### src/rtl/alu_sel_pkg.sv
// rtl/alu_sel_pkg.sv - sel op codes shared with the button controller, executor states
package alu_sel_pkg;

  localparam logic [2:0] OP_NOP   = 3'd0;
  localparam logic [2:0] OP_ADD   = 3'd1;
  localparam logic [2:0] OP_SUB   = 3'd2;
  localparam logic [2:0] OP_LEFT  = 3'd3;
  localparam logic [2:0] OP_RIGHT = 3'd4;
  localparam logic [2:0] OP_MUL   = 3'd5;
  localparam logic [2:0] OP_DIV   = 3'd6;
  localparam logic [2:0] OP_STOP  = 3'd7;

  typedef enum logic [1:0] {
    ST_IDLE = 2'd0,
    ST_EXEC = 2'd1,
    ST_ITER = 2'd2,
    ST_DONE = 2'd3
  } exec_state_t;

endpackage

### src/rtl/alu_sel_executor_if.sv
// rtl/alu_sel_executor_if.sv - sel/operand bus from the button FSM and result bus to the display
interface alu_sel_executor_if #(parameter int WIDTH = 8);
  logic [2:0]         sel;
  logic               start;
  logic [WIDTH-1:0]   a;
  logic [WIDTH-1:0]   b;
  logic [2*WIDTH-1:0] result;
  logic               busy;
  logic               done;
  logic               neg;
  logic               err;

  modport master (output sel, start, a, b, input result, busy, done, neg, err);
  modport slave  (input sel, start, a, b, output result, busy, done, neg, err);
endinterface

### src/rtl/alu_seq_muldiv.sv
// rtl/alu_seq_muldiv.sv - iterative unsigned multiplier / restoring divider, one bit per cycle
module alu_seq_muldiv #(
  parameter int WIDTH = 8
) (
  input  logic               clk,
  input  logic               reset,
  input  logic               go,
  input  logic               is_div,
  input  logic [WIDTH-1:0]   a,
  input  logic [WIDTH-1:0]   b,
  output logic [2*WIDTH-1:0] prod_or_qr,
  output logic               fin
);
  localparam int CW = $clog2(WIDTH + 1);

  logic [CW-1:0]      cnt;
  logic               div_r;
  logic [WIDTH-1:0]   op_r;
  logic [2*WIDTH-1:0] p;
  logic [WIDTH:0]     mul_sum;
  logic [WIDTH:0]     rs;
  logic [WIDTH:0]     diff;

  // p holds {acc, multiplier} for MUL and {remainder, quotient/dividend} for DIV
  always_comb begin
    mul_sum = {1'b0, p[2*WIDTH-1:WIDTH]} + (p[0] ? {1'b0, op_r} : '0);
    rs      = p[2*WIDTH-1:WIDTH-1];
    diff    = rs - {1'b0, op_r};
  end

  always_ff @(posedge clk) begin
    if (reset) begin
      cnt   <= '0;
      div_r <= 1'b0;
      op_r  <= '0;
      p     <= '0;
      fin   <= 1'b0;
    end else begin
      fin <= 1'b0;
      if (go) begin
        p     <= is_div ? {{WIDTH{1'b0}}, a} : {{WIDTH{1'b0}}, b};
        op_r  <= is_div ? b : a;
        div_r <= is_div;
        cnt   <= CW'(WIDTH);
      end else if (cnt != '0) begin
        cnt <= cnt - 1'b1;
        if (cnt == CW'(1)) fin <= 1'b1;
        if (div_r) begin
          if (!diff[WIDTH]) p <= {diff[WIDTH-1:0], p[WIDTH-2:0], 1'b1};
          else              p <= {rs[WIDTH-1:0],   p[WIDTH-2:0], 1'b0};
        end else begin
          p <= {mul_sum, p[WIDTH-1:1]};
        end
      end
    end
  end

  assign prod_or_qr = p;

endmodule

### src/rtl/alu_sel_executor.sv
// rtl/alu_sel_executor.sv - launches ops on sel change or start, holds result for display
module alu_sel_executor
  import alu_sel_pkg::*;
#(
  parameter int WIDTH = 8
) (
  input logic clk,
  input logic reset,
  alu_sel_executor_if.slave bus
);
  localparam int SHW = $clog2(WIDTH);

  exec_state_t        state;
  logic [2:0]         sel_q;
  logic [2:0]         sel_r;
  logic [WIDTH-1:0]   a_r;
  logic [WIDTH-1:0]   b_r;
  logic [2*WIDTH-1:0] res_s;
  logic               neg_s;
  logic               err_s;
  logic [2*WIDTH-1:0] simple_res;
  logic               simple_neg;
  logic               simple_err;
  logic [SHW-1:0]     sh;
  logic               launch;
  logic               go;
  logic               fin;
  logic [2*WIDTH-1:0] md_q;

  assign launch = (state == ST_IDLE || state == ST_DONE) && (bus.sel != sel_q || bus.start);
  // divide by zero bypasses the iterative path and is answered in EXEC
  assign go = launch && (bus.sel == OP_MUL || (bus.sel == OP_DIV && bus.b != '0));
  assign sh = b_r[SHW-1:0];

  always_comb begin
    simple_res = '0;
    simple_neg = 1'b0;
    simple_err = 1'b0;
    case (sel_r)
      OP_ADD:   simple_res = {{(WIDTH-1){1'b0}}, {1'b0, a_r} + {1'b0, b_r}};
      OP_SUB: begin
        simple_res = {{WIDTH{1'b0}}, a_r - b_r};
        simple_neg = a_r < b_r;
      end
      OP_LEFT:  simple_res = {{WIDTH{1'b0}}, a_r} << sh;
      OP_RIGHT: simple_res = {{WIDTH{1'b0}}, a_r >> sh};
      OP_DIV: begin
        simple_res = {a_r, {WIDTH{1'b1}}};
        simple_err = 1'b1;
      end
      default:  simple_res = '0;
    endcase
  end

  alu_seq_muldiv #(.WIDTH(WIDTH)) u_muldiv (
    .clk        (clk),
    .reset      (reset),
    .go         (go),
    .is_div     (bus.sel == OP_DIV),
    .a          (bus.a),
    .b          (bus.b),
    .prod_or_qr (md_q),
    .fin        (fin)
  );

  always_ff @(posedge clk) begin
    if (reset) begin
      state      <= ST_IDLE;
      sel_q      <= OP_NOP;
      sel_r      <= OP_NOP;
      a_r        <= '0;
      b_r        <= '0;
      res_s      <= '0;
      neg_s      <= 1'b0;
      err_s      <= 1'b0;
      bus.result <= '0;
      bus.busy   <= 1'b0;
      bus.done   <= 1'b0;
      bus.neg    <= 1'b0;
      bus.err    <= 1'b0;
    end else begin
      bus.done <= 1'b0;
      case (state)
        ST_EXEC: begin
          res_s <= simple_res;
          neg_s <= simple_neg;
          err_s <= simple_err;
          state <= ST_DONE;
        end
        ST_ITER: if (fin) begin
          res_s <= md_q;
          neg_s <= 1'b0;
          err_s <= 1'b0;
          state <= ST_DONE;
        end
        ST_DONE: begin
          bus.result <= res_s;
          bus.neg    <= neg_s;
          bus.err    <= err_s;
          bus.done   <= 1'b1;
          bus.busy   <= 1'b0;
          state      <= ST_IDLE;
        end
        default: state <= ST_IDLE;
      endcase
      // a launch out of DONE overrides the return to IDLE and keeps busy high
      if (launch) begin
        sel_q    <= bus.sel;
        sel_r    <= bus.sel;
        a_r      <= bus.a;
        b_r      <= bus.b;
        bus.busy <= 1'b1;
        state    <= go ? ST_ITER : ST_EXEC;
      end
    end
  end

endmodule

### src/flat_wrapper.sv
// flat-port wrapper written by rule: the top's interface ports become plain ports
module alu_sel_executor_flat import alu_sel_pkg::*;
#(
  parameter int WIDTH = 8
)
  (clk, reset, bus_sel, bus_start, bus_a, bus_b, bus_result, bus_busy, bus_done, bus_neg, bus_err);
  alu_sel_executor_if #(.WIDTH(WIDTH)) bus_i ();
  input logic clk;
  input logic reset;
  input wire logic [$bits(bus_i.sel)-1:0] bus_sel;
  input wire logic [$bits(bus_i.start)-1:0] bus_start;
  input wire logic [$bits(bus_i.a)-1:0] bus_a;
  input wire logic [$bits(bus_i.b)-1:0] bus_b;
  output wire logic [$bits(bus_i.result)-1:0] bus_result;
  output wire logic [$bits(bus_i.busy)-1:0] bus_busy;
  output wire logic [$bits(bus_i.done)-1:0] bus_done;
  output wire logic [$bits(bus_i.neg)-1:0] bus_neg;
  output wire logic [$bits(bus_i.err)-1:0] bus_err;
  assign bus_i.sel = bus_sel;
  assign bus_i.start = bus_start;
  assign bus_i.a = bus_a;
  assign bus_i.b = bus_b;
  assign bus_result = bus_i.result;
  assign bus_busy = bus_i.busy;
  assign bus_done = bus_i.done;
  assign bus_neg = bus_i.neg;
  assign bus_err = bus_i.err;
  alu_sel_executor #(.WIDTH(WIDTH)) u_core (.clk(clk), .reset(reset), .bus(bus_i));
endmodule
### config.mk
export PLATFORM = sky130hd
export DESIGN_NAME = alu_sel_executor_flat
export DESIGN_NICKNAME = d
export VERILOG_FILES = /design/src/rtl/alu_sel_pkg.sv /design/src/rtl/alu_sel_executor_if.sv /design/src/rtl/alu_seq_muldiv.sv /design/src/rtl/alu_sel_executor.sv /design/src/flat_wrapper.sv
export SDC_FILE = /design/constraint.sdc
export NUM_CORES = 1
export LEC_CHECK = 0
export ABC_AREA = 1
export CAP_MARGIN = 0
export CORE_UTILIZATION = 45
export CTS_CLUSTER_DIAMETER = 80
export DETAILED_ROUTE_END_ITERATION = 8
export REMOVE_ABC_BUFFERS = 1
export SLEW_MARGIN = 30
export SYNTH_ARGS = -nofsm -noshare
export SYNTH_HDL_FRONTEND = slang
export SYNTH_SLANG_ARGS = --single-unit
export TNS_END_PERCENT = 5
### constraint.sdc
create_clock -name clk -period 3.15 [get_ports clk]
set_clock_uncertainty 0.1 [all_clocks]
set_input_delay 0.63 -clock clk [delete_from_list [all_inputs] [get_ports clk]]
set_output_delay 0.63 -clock clk [all_outputs]
set_load 0.05 [all_outputs]
==> flow_summary.toml, run 1 <==
[timing]
fin_setup_tns_ns = 0
report.final.slew_viol_count = 0
worst_pin_slew_ns = 0.572
finalCriticalPeriod_ns = 2.45
rsz0062_at_grt = "no"
fmax_ghz = 0.409
slew_headroom_pct = 61.8
hold_viol = 0
finalSetupViolations = 0
setup_ws_ns = 0.705
holdWs_ns = 0.365
finalCritPeriodShare_pct = 77.6

[worst_setup_path]
crit_required_ns = 3.28
cp_max_fo = 9
worstReg2RegEnd = "u_core.u_muldiv.prod_or_qr[13]"
critPathCaptureType = "register"
start_kind = "register"
critPathArrivalTime_ns = 2.57
r2r_slack_ns = 0.70
crit_type = "register to register"
r2r_cells = 14
r2r-start = "u_core.u_muldiv.prod_or_qr[7]"

[synthesis]
yosys.area_share.adder_pct = 9.05
async_flop_share_pct = 0
synth_top_family_by_area = "simple AND/OR/NAND/NOR gates"
synth.area.mux_share_pct = 0.159
ys_warn_count = 0
synth-simple-area-share_pct = 32.3
synth_edf_count = 0
synth_flop_cell = "dfxtp_1"
syn_area_mm2 = 0.00628
syn_area_per_cell_um2 = 6.18
synth-seq-cells = 89
syn_inst = 1015
synth_compound_area_share_pct = 18.3
synth-xor-area-share_pct = 0.698
ys_seq_area_share_pct = 28.4
ys_types = 35

[floorplan]
core_mm2 = 0.0134
rows = 42
die_h_um = 120
initial_utilization_pct = 46.8
die_x_um = 120
num_io_pins = 42
design.die.area_mm2 = 0.0144

[grt]
grt_max_degree = 36
overflow = 0
grt_use_total_pct = 27.2
grt_pass1_wl_um = 30500
grt_pass1_vias = 5851
antenna_found_initial = 0

[worst_hold_path]
whs_endpoint = "u_core.u_muldiv.cnt[1]"
holdPathStages = 2
hp-start = "u_core.u_muldiv.cnt[1]"
hold_class = "register to register"

[clocking]
clk_pin_slew_ns = 0.06
postCtsSetupBuffers = 0
clock-root-buffer = "clkbuf_16"
cts_tree = "done"
cts_hold_buf = 0
worstSkewPairLatency_ns = 0.35
cts_buffer_depth = 2
cts_buffers = 9
cts.sinks = 89
cts_max_level = 3
cts-resized-gates = 0

[power_and_ir_drop]
power_frac_comb_pct = 57.6
swShare_pct = 51.1
seq_power_share_pct = 27.3
cellInternalPower_mw = 3.40
vdd_drop_max_v = 0.000498
power_frac_clock_pct = 15.1
leakage_nw = 3.48
p_switching_mw = 3.55
powerDensity_mw_per_mm2 = 973

[place]
place_congestion = 0.917
dp_hpwl_um = 14300
place_ws_ns = 0.351
placed_area_mm2 = 0.00685
port_buffers = 41

[drt]
drt_iter0_drc = 559
drc = 0
drtPass1Iterations = 6
ant_nets = 0
avgRoutedWirePerCell_um = 15.3
drt_wl_total_um = 18700
vias_per_cell = 5.24
dr_total_vias = 6407

[flow_run]
drv_cap = 0

[layout]
fin_util_pct = 53.3
syn_to_final_growth_pct = 13.8
mostFrequentLayoutCell = "nand2_1"
drive_above_1_share_pct = 4.78
final_area_mm2 = 0.00714
final.fill_count = 1395
final_cell_mix = "246 x nand2_1, 139 x inv_1, 118 x o21ai_0"
diodes = 0
fin_nets = 1107

[run_status]
status = "completed"
[registers in the layout (all words and copies together) (netlist names), 3 cells and up]
| signal | cells |
|---|---|
| u_core.res_s | 16 |
| u_core.u_muldiv.op_r | 8 |
| u_core.b_r | 8 |
| u_core.a_r | 8 |
| u_core.sel_q | 3 |
| u_core.u_muldiv.cnt | 4 |
| u_core.u_muldiv.prod_or_qr | 16 |
| u_core.bus.result | 16 |
[logic make-up after synthesis]
kind of cell               Yosys count
DFF                                 89
xor gates and xnor gates             5
and+or+nand+nor                    472
buffers and inverters              183
AOI/OAI and AO/OA                  222
muxes                                1
adders and majority gates           43
[through the flow]
stage / instances / total power, mW
final: 1223 / 6.95
after global routing: 1223 / 7.64
after CTS: 1223 / 6.94
after detailed placement: 1207 / 5.86
after global placement: 1207 / 5.87
after floorplan: 976 / 4.68
[worst max-delay path by stage]
stage	endpoint	cells after the start	from
after floorplan	u_core.res_s[2]	9	u_core.b_r[1]
after global placement	u_core.u_muldiv.prod_or_qr[1]	12	bus_b[4]
after detailed placement	u_core.u_muldiv.prod_or_qr[5]	12	bus_b[4]
after CTS	u_core.u_muldiv.prod_or_qr[5]	12	bus_b[4]
after global routing	u_core.u_muldiv.prod_or_qr[0]	14	u_core.u_muldiv.prod_or_qr[7]
final	u_core.u_muldiv.prod_or_qr[13]	14	u_core.u_muldiv.prod_or_qr[7]
[cell usage after synthesis, types with 2 or more instances]
cell type,number,area [µm²]
nand3_2,2,20.0
and2_1,4,25.0
clkinv_1,3,11.3
o211ai_1,4,30.0
a31oi_1,3,18.8
nor3_1,6,30.0
xnor2_1,4,35.0
o21a_1,3,22.5
a21oi_1,89,445
inv_1,139,522
or2_2,8,50.1
o21ai_0,118,591
nand4_1,17,106
inv_2,2,7.51
buf_2,5,25.0
nor2_2,3,18.8
buf_1,4,15.0
nand2_2,2,12.5
nand3b_1,2,15.0
fa_1,4,80.1
nand2_4,2,22.5
nand2_1,246,923
clkbuf_1,29,109
dfxtp_1,89,1780
nor2_1,83,312
a21o_1,2,15.0
nand3_1,96,480
ha_1,39,488
[critical path, cell delays in order, from the launching register on]
cell     delay (ns)
dfxtp_1        0.37
inv_1          0.12
ha_1           0.15
inv_1          0.07
fa_1           0.42
nand3_1        0.12
nand2_1        0.08
nand2_1        0.11
nand2_1        0.09
nand2_2        0.18
nand2_1        0.20
nand2_1        0.11
nand3_1        0.07
nand2_1        0.08
a21oi_1        0.06
[routing by layer]
metal  track usage, %  vias up  share of wire [%]
met5                0        -                  0
met4             8.28        0                1.6
met3             3.85       18                5.8
met2             40.1      189                 42
met1             40.5     2854                 51
li1                 -     3346                  -
[layout make-up]
| class | instances | area [µm²] | area share [%] |
|---|---|---|---|
| Sequential cell | 89 | 1780 | 24.9 |
| Clock inverter | 5 | 36.3 | 0.508 |
| Tap cell | 176 | 220 | 3.08 |
| Timing Repair Buffer | 55 | 515 | 7.22 |
| Inverter | 144 | 541 | 7.57 |
| Multi-Input combinational cell | 743 | 3790 | 53.1 |
| Clock buffer | 11 | 253 | 3.54 |
[power by group through the flow]
stage / logic (mW) / registers (mW) / clock network [mW]
2_1_floorplan: 2.68 / 2.00 / 0
3_3_place_gp: 3.95 / 1.92 / 0
3_5_place_dp: 3.94 / 1.92 / 0
4_1_cts: 3.96 / 1.90 / 1.08
5_1_grt: 4.58 / 1.94 / 1.12
6_report: 4.00 / 1.90 / 1.05
(Power assumes the default switching activity.)
==> run 2: changes to the inputs <==
--- a/config.mk
+++ b/config.mk
@@ -10,6 +10,7 @@
 export CORE_UTILIZATION = 45
 export CTS_CLUSTER_DIAMETER = 80
 export DETAILED_ROUTE_END_ITERATION = 8
+export PLACE_DENSITY = 0.66
 export REMOVE_ABC_BUFFERS = 1
 export SLEW_MARGIN = 30
 export SYNTH_ARGS = -nofsm -noshare
==> constraint.sdc (replaced) <==
create_clock -name clk -period 2.05 [get_ports clk]
set_clock_uncertainty 0.1 [all_clocks]
set_input_delay 0.41 -clock clk [delete_from_list [all_inputs] [get_ports clk]]
set_output_delay 0.41 -clock clk [all_outputs]
set_load 0.05 [all_outputs]
==> flow_summary.toml, run 2 (synthesis results as in run 1) <==
[place]
port_buffers = 41
dp_hpwl_um = 14600
place_congestion = 0.908
place_ws_ns = -0.248
placed_area_mm2 = 0.00737
dp_cells = 1272

[layout]
drive_above_1_share_pct = 15.2
mostFrequentLayoutCell = "nand2_1"
fin_nets = 1174
multi_input_area_mm2 = 0.00402
diodes = 0
final_cell_mix = "238 x nand2_1, 135 x inv_1, 116 x o21ai_0"
syn_to_final_growth_pct = 26.4
layout.area.seq_mm2 = 0.00179
final.fill_count = 1291
fin_util_pct = 59.2
final_cells = 1290
final_area_mm2 = 0.00793

[worst_setup_path]
critPathCaptureType = "register"
crit_family = "simple AND/OR/NAND/NOR gates"
start_kind = "register"
crit_type = "register to register"
critPathArrivalTime_ns = 2.20
crit_required_ns = 2.19
path_cells = "inv_2 -> ha_4 -> inv_2 -> fa_2 -> nand3_4 -> nand2_2 -> nand2_2 -> nand2_2 -> nand2_4 -> buf_6 -> nand3b_1 -> nand2_1 -> nand2_1 -> nand2_1 -> a21oi_1"
cpPeakStageDelay_ns = 0.41
cp_num_buf_inv = 3
cp_max_fo = 8
cp_slowest_cell = "fa_2"

[timing]
slew_headroom_pct = 63.6
finalSetupViolations = 1
setup_ws_ns = -0.00801
fin_setup_tns_ns = -0.00801
finalCriticalPeriod_ns = 2.06
hold_viol = 0
report.final.slew_viol_count = 0
rsz0062_at_grt = "yes"
worst_pin_slew_ns = 0.546
fmax_ghz = 0.486
finalCritPeriodShare_pct = 100

[drt]
drtPass1Iterations = 8
drc = 0
drt_iter0_drc = 668
ant_nets = 0
dr_total_vias = 6853
vias_per_cell = 5.31
avgRoutedWirePerCell_um = 14.9
drt_wl_total_um = 19200

[clocking]
cts_buffers = 9
cts_tree = "done"
cts_max_level = 3
clock-root-buffer = "clkbuf_16"
cts_buffer_depth = 2
cts.sinks = 89
clk_pin_slew_ns = 0.07
worstSkewPairLatency_ns = 0.35

[floorplan]
core_mm2 = 0.0134
die_x_um = 120
die_h_um = 120
design.die.area_mm2 = 0.0144
initial_utilization_pct = 46.8
rows = 42
num_io_pins = 42

[run_status]
status = "finished with violations"
violations = "negative setup slack"

[power_and_ir_drop]
leakage_nw = 3.88
p_switching_mw = 5.84
power_frac_clock_pct = 13.9
vdd_drop_max_v = 0.000749
swShare_pct = 48.9
powerDensity_mw_per_mm2 = 1510
cellInternalPower_mw = 6.11
seq_power_share_pct = 23.3
power_frac_comb_pct = 62.8

[worst_hold_path]
hold_class = "primary input to register"

[grt]
grtUsageMet3_pct = 6.46
overflow = 0
grtUsageMet1_pct = 39.6
antenna_found_initial = 0
grt_util_met2_pct = 40.1
grt_max_degree = 71
top_usage_layer = "met2"
grt_pass1_wl_um = 31200
grt_use_total_pct = 27.7
grt_pass1_vias = 6207

[flow_run]
drv_cap = 0
## run 2: cell count changes in the layout (fill, tap and decap cells not counted), sizes merged
cell	delta
clkdlybuf4s50	-3
clkinv	-2
bufinv	+1
clkinvlp	+2
clkbuf	-1
buf	+67
dlymetal6s2s	+3
## run 2: repair_timing
action / CTS / global route
buffers inserted: 0 / 2
hold buffers: 0 / 0
endpoints found under the setup margin: 9 / 27
resized for setup: 7 / 63
pin swaps: 0 / 7
## run 2: tightest hold or removal path, cell delays in order
cell and delay, ns:
dlymetal6s2s_1 0.18, inv_1 0.09, a21oi_1 0.06
## run 2: metrics by stage
step	hold slack, ns	total power, mW
final	0.335	12.0
after detailed placement	0.354	9.69
after CTS	0.363	11.4
after floorplan	0.335	7.19
after global routing	0.341	13.0
after global placement	0.353	9.64
## run 2: routing by layer
metal	vias up	share of wire, %	wire [µm]
met4	0	2.3	439
met2	243	43	8210
met1	3102	48	9240
met3	27	7.0	1350
met5	-	0	0
li1	3481	-	-
## run 2: path summary, 6_finish.rpt
check                                      from                             end  slack, ns  depth (start not counted)
setup / recovery  u_core.u_muldiv.prod_or_qr[7]  u_core.u_muldiv.prod_or_qr[15]     -0.008                         15
setup reg to reg  u_core.u_muldiv.prod_or_qr[7]  u_core.u_muldiv.prod_or_qr[15]     -0.008                         15
hold / removal                         bus_b[4]                   u_core.b_r[4]       0.33                          3
hold reg to reg          u_core.u_muldiv.cnt[1]          u_core.u_muldiv.cnt[1]       0.36                          2
## run 2: final cells by class
type | count | area share, %
clock buffer | 10 | 2.89
clock inverter | 6 | 0.852
inverter | 144 | 6.86
multi-input combinational | 743 | 50.7
sequential | 89 | 22.6
tap | 176 | 2.78
timing repair buffer | 122 | 13.3
## run 2: power groups by stage
stage / logic, mW / registers [mW] / clock network [mW]
finish: 7.51 / 2.78 / 1.66
global route: 8.41 / 2.84 / 1.77
CTS: 7.01 / 2.74 / 1.69
detailed placement: 6.92 / 2.78 / 0
global placement: 6.87 / 2.77 / 0
floorplan: 4.11 / 3.08 / 0
==> run 3: changes to the inputs <==
--- a/config.mk
+++ b/config.mk
@@ -10,6 +10,7 @@
 export CORE_UTILIZATION = 45
 export CTS_CLUSTER_DIAMETER = 80
 export DETAILED_ROUTE_END_ITERATION = 8
+export MAX_ROUTING_LAYER = met4
 export PLACE_DENSITY = 0.66
 export REMOVE_ABC_BUFFERS = 1
 export SLEW_MARGIN = 30
==> flow_summary.toml, run 3 (synthesis results as in run 1) <==
[run_status]
status = "finished with violations"
violations = "negative setup slack"

[worst_setup_path]
start_kind = "register"
r2r_cells = 15
worstReg2RegEnd = "u_core.u_muldiv.prod_or_qr[15]"
cp_max_fo = 8
cpMostUsedCell = "nand2_2"
critPathArrivalTime_ns = 2.19
path_cells = "inv_2 -> ha_4 -> inv_2 -> fa_2 -> nand3_2 -> nand2_2 -> nand2_2 -> nand2_2 -> nand2_2 -> buf_6 -> nand3b_1 -> nand2_1 -> nand2_1 -> nand2_1 -> a21oi_1"
r2r-start = "u_core.u_muldiv.prod_or_qr[7]"
critPathCaptureType = "register"
crit_type = "register to register"
crit_required_ns = 2.19
cpPeakStageDelay_ns = 0.39
r2r_slack_ns = -0.0002
cp_slowest_cell = "fa_2"

[timing]
slew_headroom_pct = 61.4
holdWs_ns = 0.330
finalSetupViolations = 1
setup_ws_ns = -0.000222
finalCriticalPeriod_ns = 2.05
worst_pin_slew_ns = 0.575
rsz0062_at_grt = "yes"
finalCritPeriodShare_pct = 100
fin_setup_tns_ns = -0.000222
report.final.slew_viol_count = 0
hold_viol = 0
fmax_ghz = 0.488

[floorplan]
rows = 42
initial_utilization_pct = 46.8
die_x_um = 120
num_io_pins = 42
design.die.area_mm2 = 0.0144
core_mm2 = 0.0134
die_h_um = 120

[layout]
drive_above_1_share_pct = 15.0
diodes = 0
final_cell_mix = "238 x nand2_1, 135 x inv_1, 117 x o21ai_0"
syn_to_final_growth_pct = 26.8
fin_nets = 1174
mostFrequentLayoutCell = "nand2_1"

[worst_hold_path]
hp-start = "bus_b[4]"
holdPathStages = 3
whs_endpoint = "u_core.b_r[4]"
hold_class = "primary input to register"

[power_and_ir_drop]
power.total_mw = 12.1
leakage_nw = 3.88
vdd_drop_max_v = 0.000845
powerDensity_mw_per_mm2 = 1530

[grt]
grt_pass1_wl_um = 30800
antenna_found_initial = 0
grt_max_degree = 71
overflow = 0
grt_use_total_pct = 28.1
grt_pass1_vias = 6152

[drt]
ant_nets = 0
avgRoutedWirePerCell_um = 14.9
drtPass1Iterations = 6
drt_iter0_drc = 641
vias_per_cell = 5.32
drc = 0
dr_total_vias = 6860
drt_wl_total_um = 19200

[place]
place_congestion = 0.918
port_buffers = 41
dp_hpwl_um = 14700

[clocking]
clk_pin_slew_ns = 0.07
cts_max_level = 3
cts.sinks = 89
cts_buffers = 9
cts_buffer_depth = 2
worstSkewPairLatency_ns = 0.36
clock-root-buffer = "clkbuf_16"
cts_tree = "done"
cts_hold_buf = 0

[flow_run]
drv_cap = 0
run 3: cell types whose count changed in the layout (fill, tap and decap cells not counted), moves of 2 or more:
cell,delta
nor2_2,-3
dfxtp_2,-2
ha_2,-2
ha_1,+2
nand3_1,-5
nand3_2,+6
nor2_1,+2
run 3: area by class of cell:
class | instances | area (µm²)
inverter | 144 | 543
tap | 176 | 220
sequential | 89 | 1790
clock inverter | 6 | 88.8
fill | 1341 | 5440
multi-input combinational | 743 | 4020
clock buffer | 10 | 239
timing repair buffer | 122 | 1060
run 3: routing by layer:
| layer | GRT usage, % | up-vias | share of wire, % |
|---|---|---|---|
| met2 | 40.1 | 247 | 43 |
| met5 | - | - | 0 |
| met1 | 39.5 | 3095 | 48 |
| li1 | - | 3489 | - |
| met3 | 5.70 | 29 | 7.5 |
| met4 | 8.75 | 0 | 2.0 |
run 3: through the flow:
step / cells / setup slack [ns] / util, % / instance area (µm²)
global placement: 1273 / -0.190 / 55.0 / 7370
finish: 1290 / -0.000222 / 59.4 / 7960
global route: 1290 / -0.0851 / 59.4 / 7960
CTS: 1289 / 0.00136 / 57.6 / 7720
floorplan: 976 / -0.510 / - / 6120
detailed placement: 1273 / -0.236 / 55.0 / 7370
run 3: timing repair:
action | 4_1_cts | 5_1_grt
hold endpoints to repair | 0 | 0
resized for setup | 8 | 57
buffers inserted | 0 | 1
endpoints found under the setup margin | 9 | 22
pin swaps | 1 | 13
run 3: worst max-delay path by stage:
| stage | from | endpoint | slack, ns |
|---|---|---|---|
| 2_1_floorplan | u_core.b_r[1] | u_core.res_s[2] | -0.51 |
| 3_3_place_gp | bus_b[4] | u_core.u_muldiv.prod_or_qr[1] | -0.19 |
| 3_5_place_dp | bus_b[4] | u_core.u_muldiv.prod_or_qr[7] | -0.24 |
| 4_1_cts | u_core.u_muldiv.op_r[0] | u_core.u_muldiv.prod_or_qr[15] | 0.001 |
| 5_1_grt | u_core.u_muldiv.op_r[0] | u_core.u_muldiv.prod_or_qr[8] | -0.09 |
| 6_report | u_core.u_muldiv.prod_or_qr[7] | u_core.u_muldiv.prod_or_qr[15] | -0.0002 |
run 3: worst max-delay path, delay by kind of cell (launching register included):
family          cells  cell delay (ns)
fa+ha+maj           2             0.51
buf+inv             3             0.25
simple gates        9             0.69
flops               1             0.33
compound gates      1             0.05
run 3: where the power goes:
| part | internal, mW | leakage, nW | switching, mW |
|---|---|---|---|
| combinational | 2.84 | 2.99 | 4.70 |
| sequential | 2.32 | 0.733 | 0.465 |
| clock | 1.10 | 0.155 | 0.709 |
| total | 6.26 | 3.88 | 5.88 |
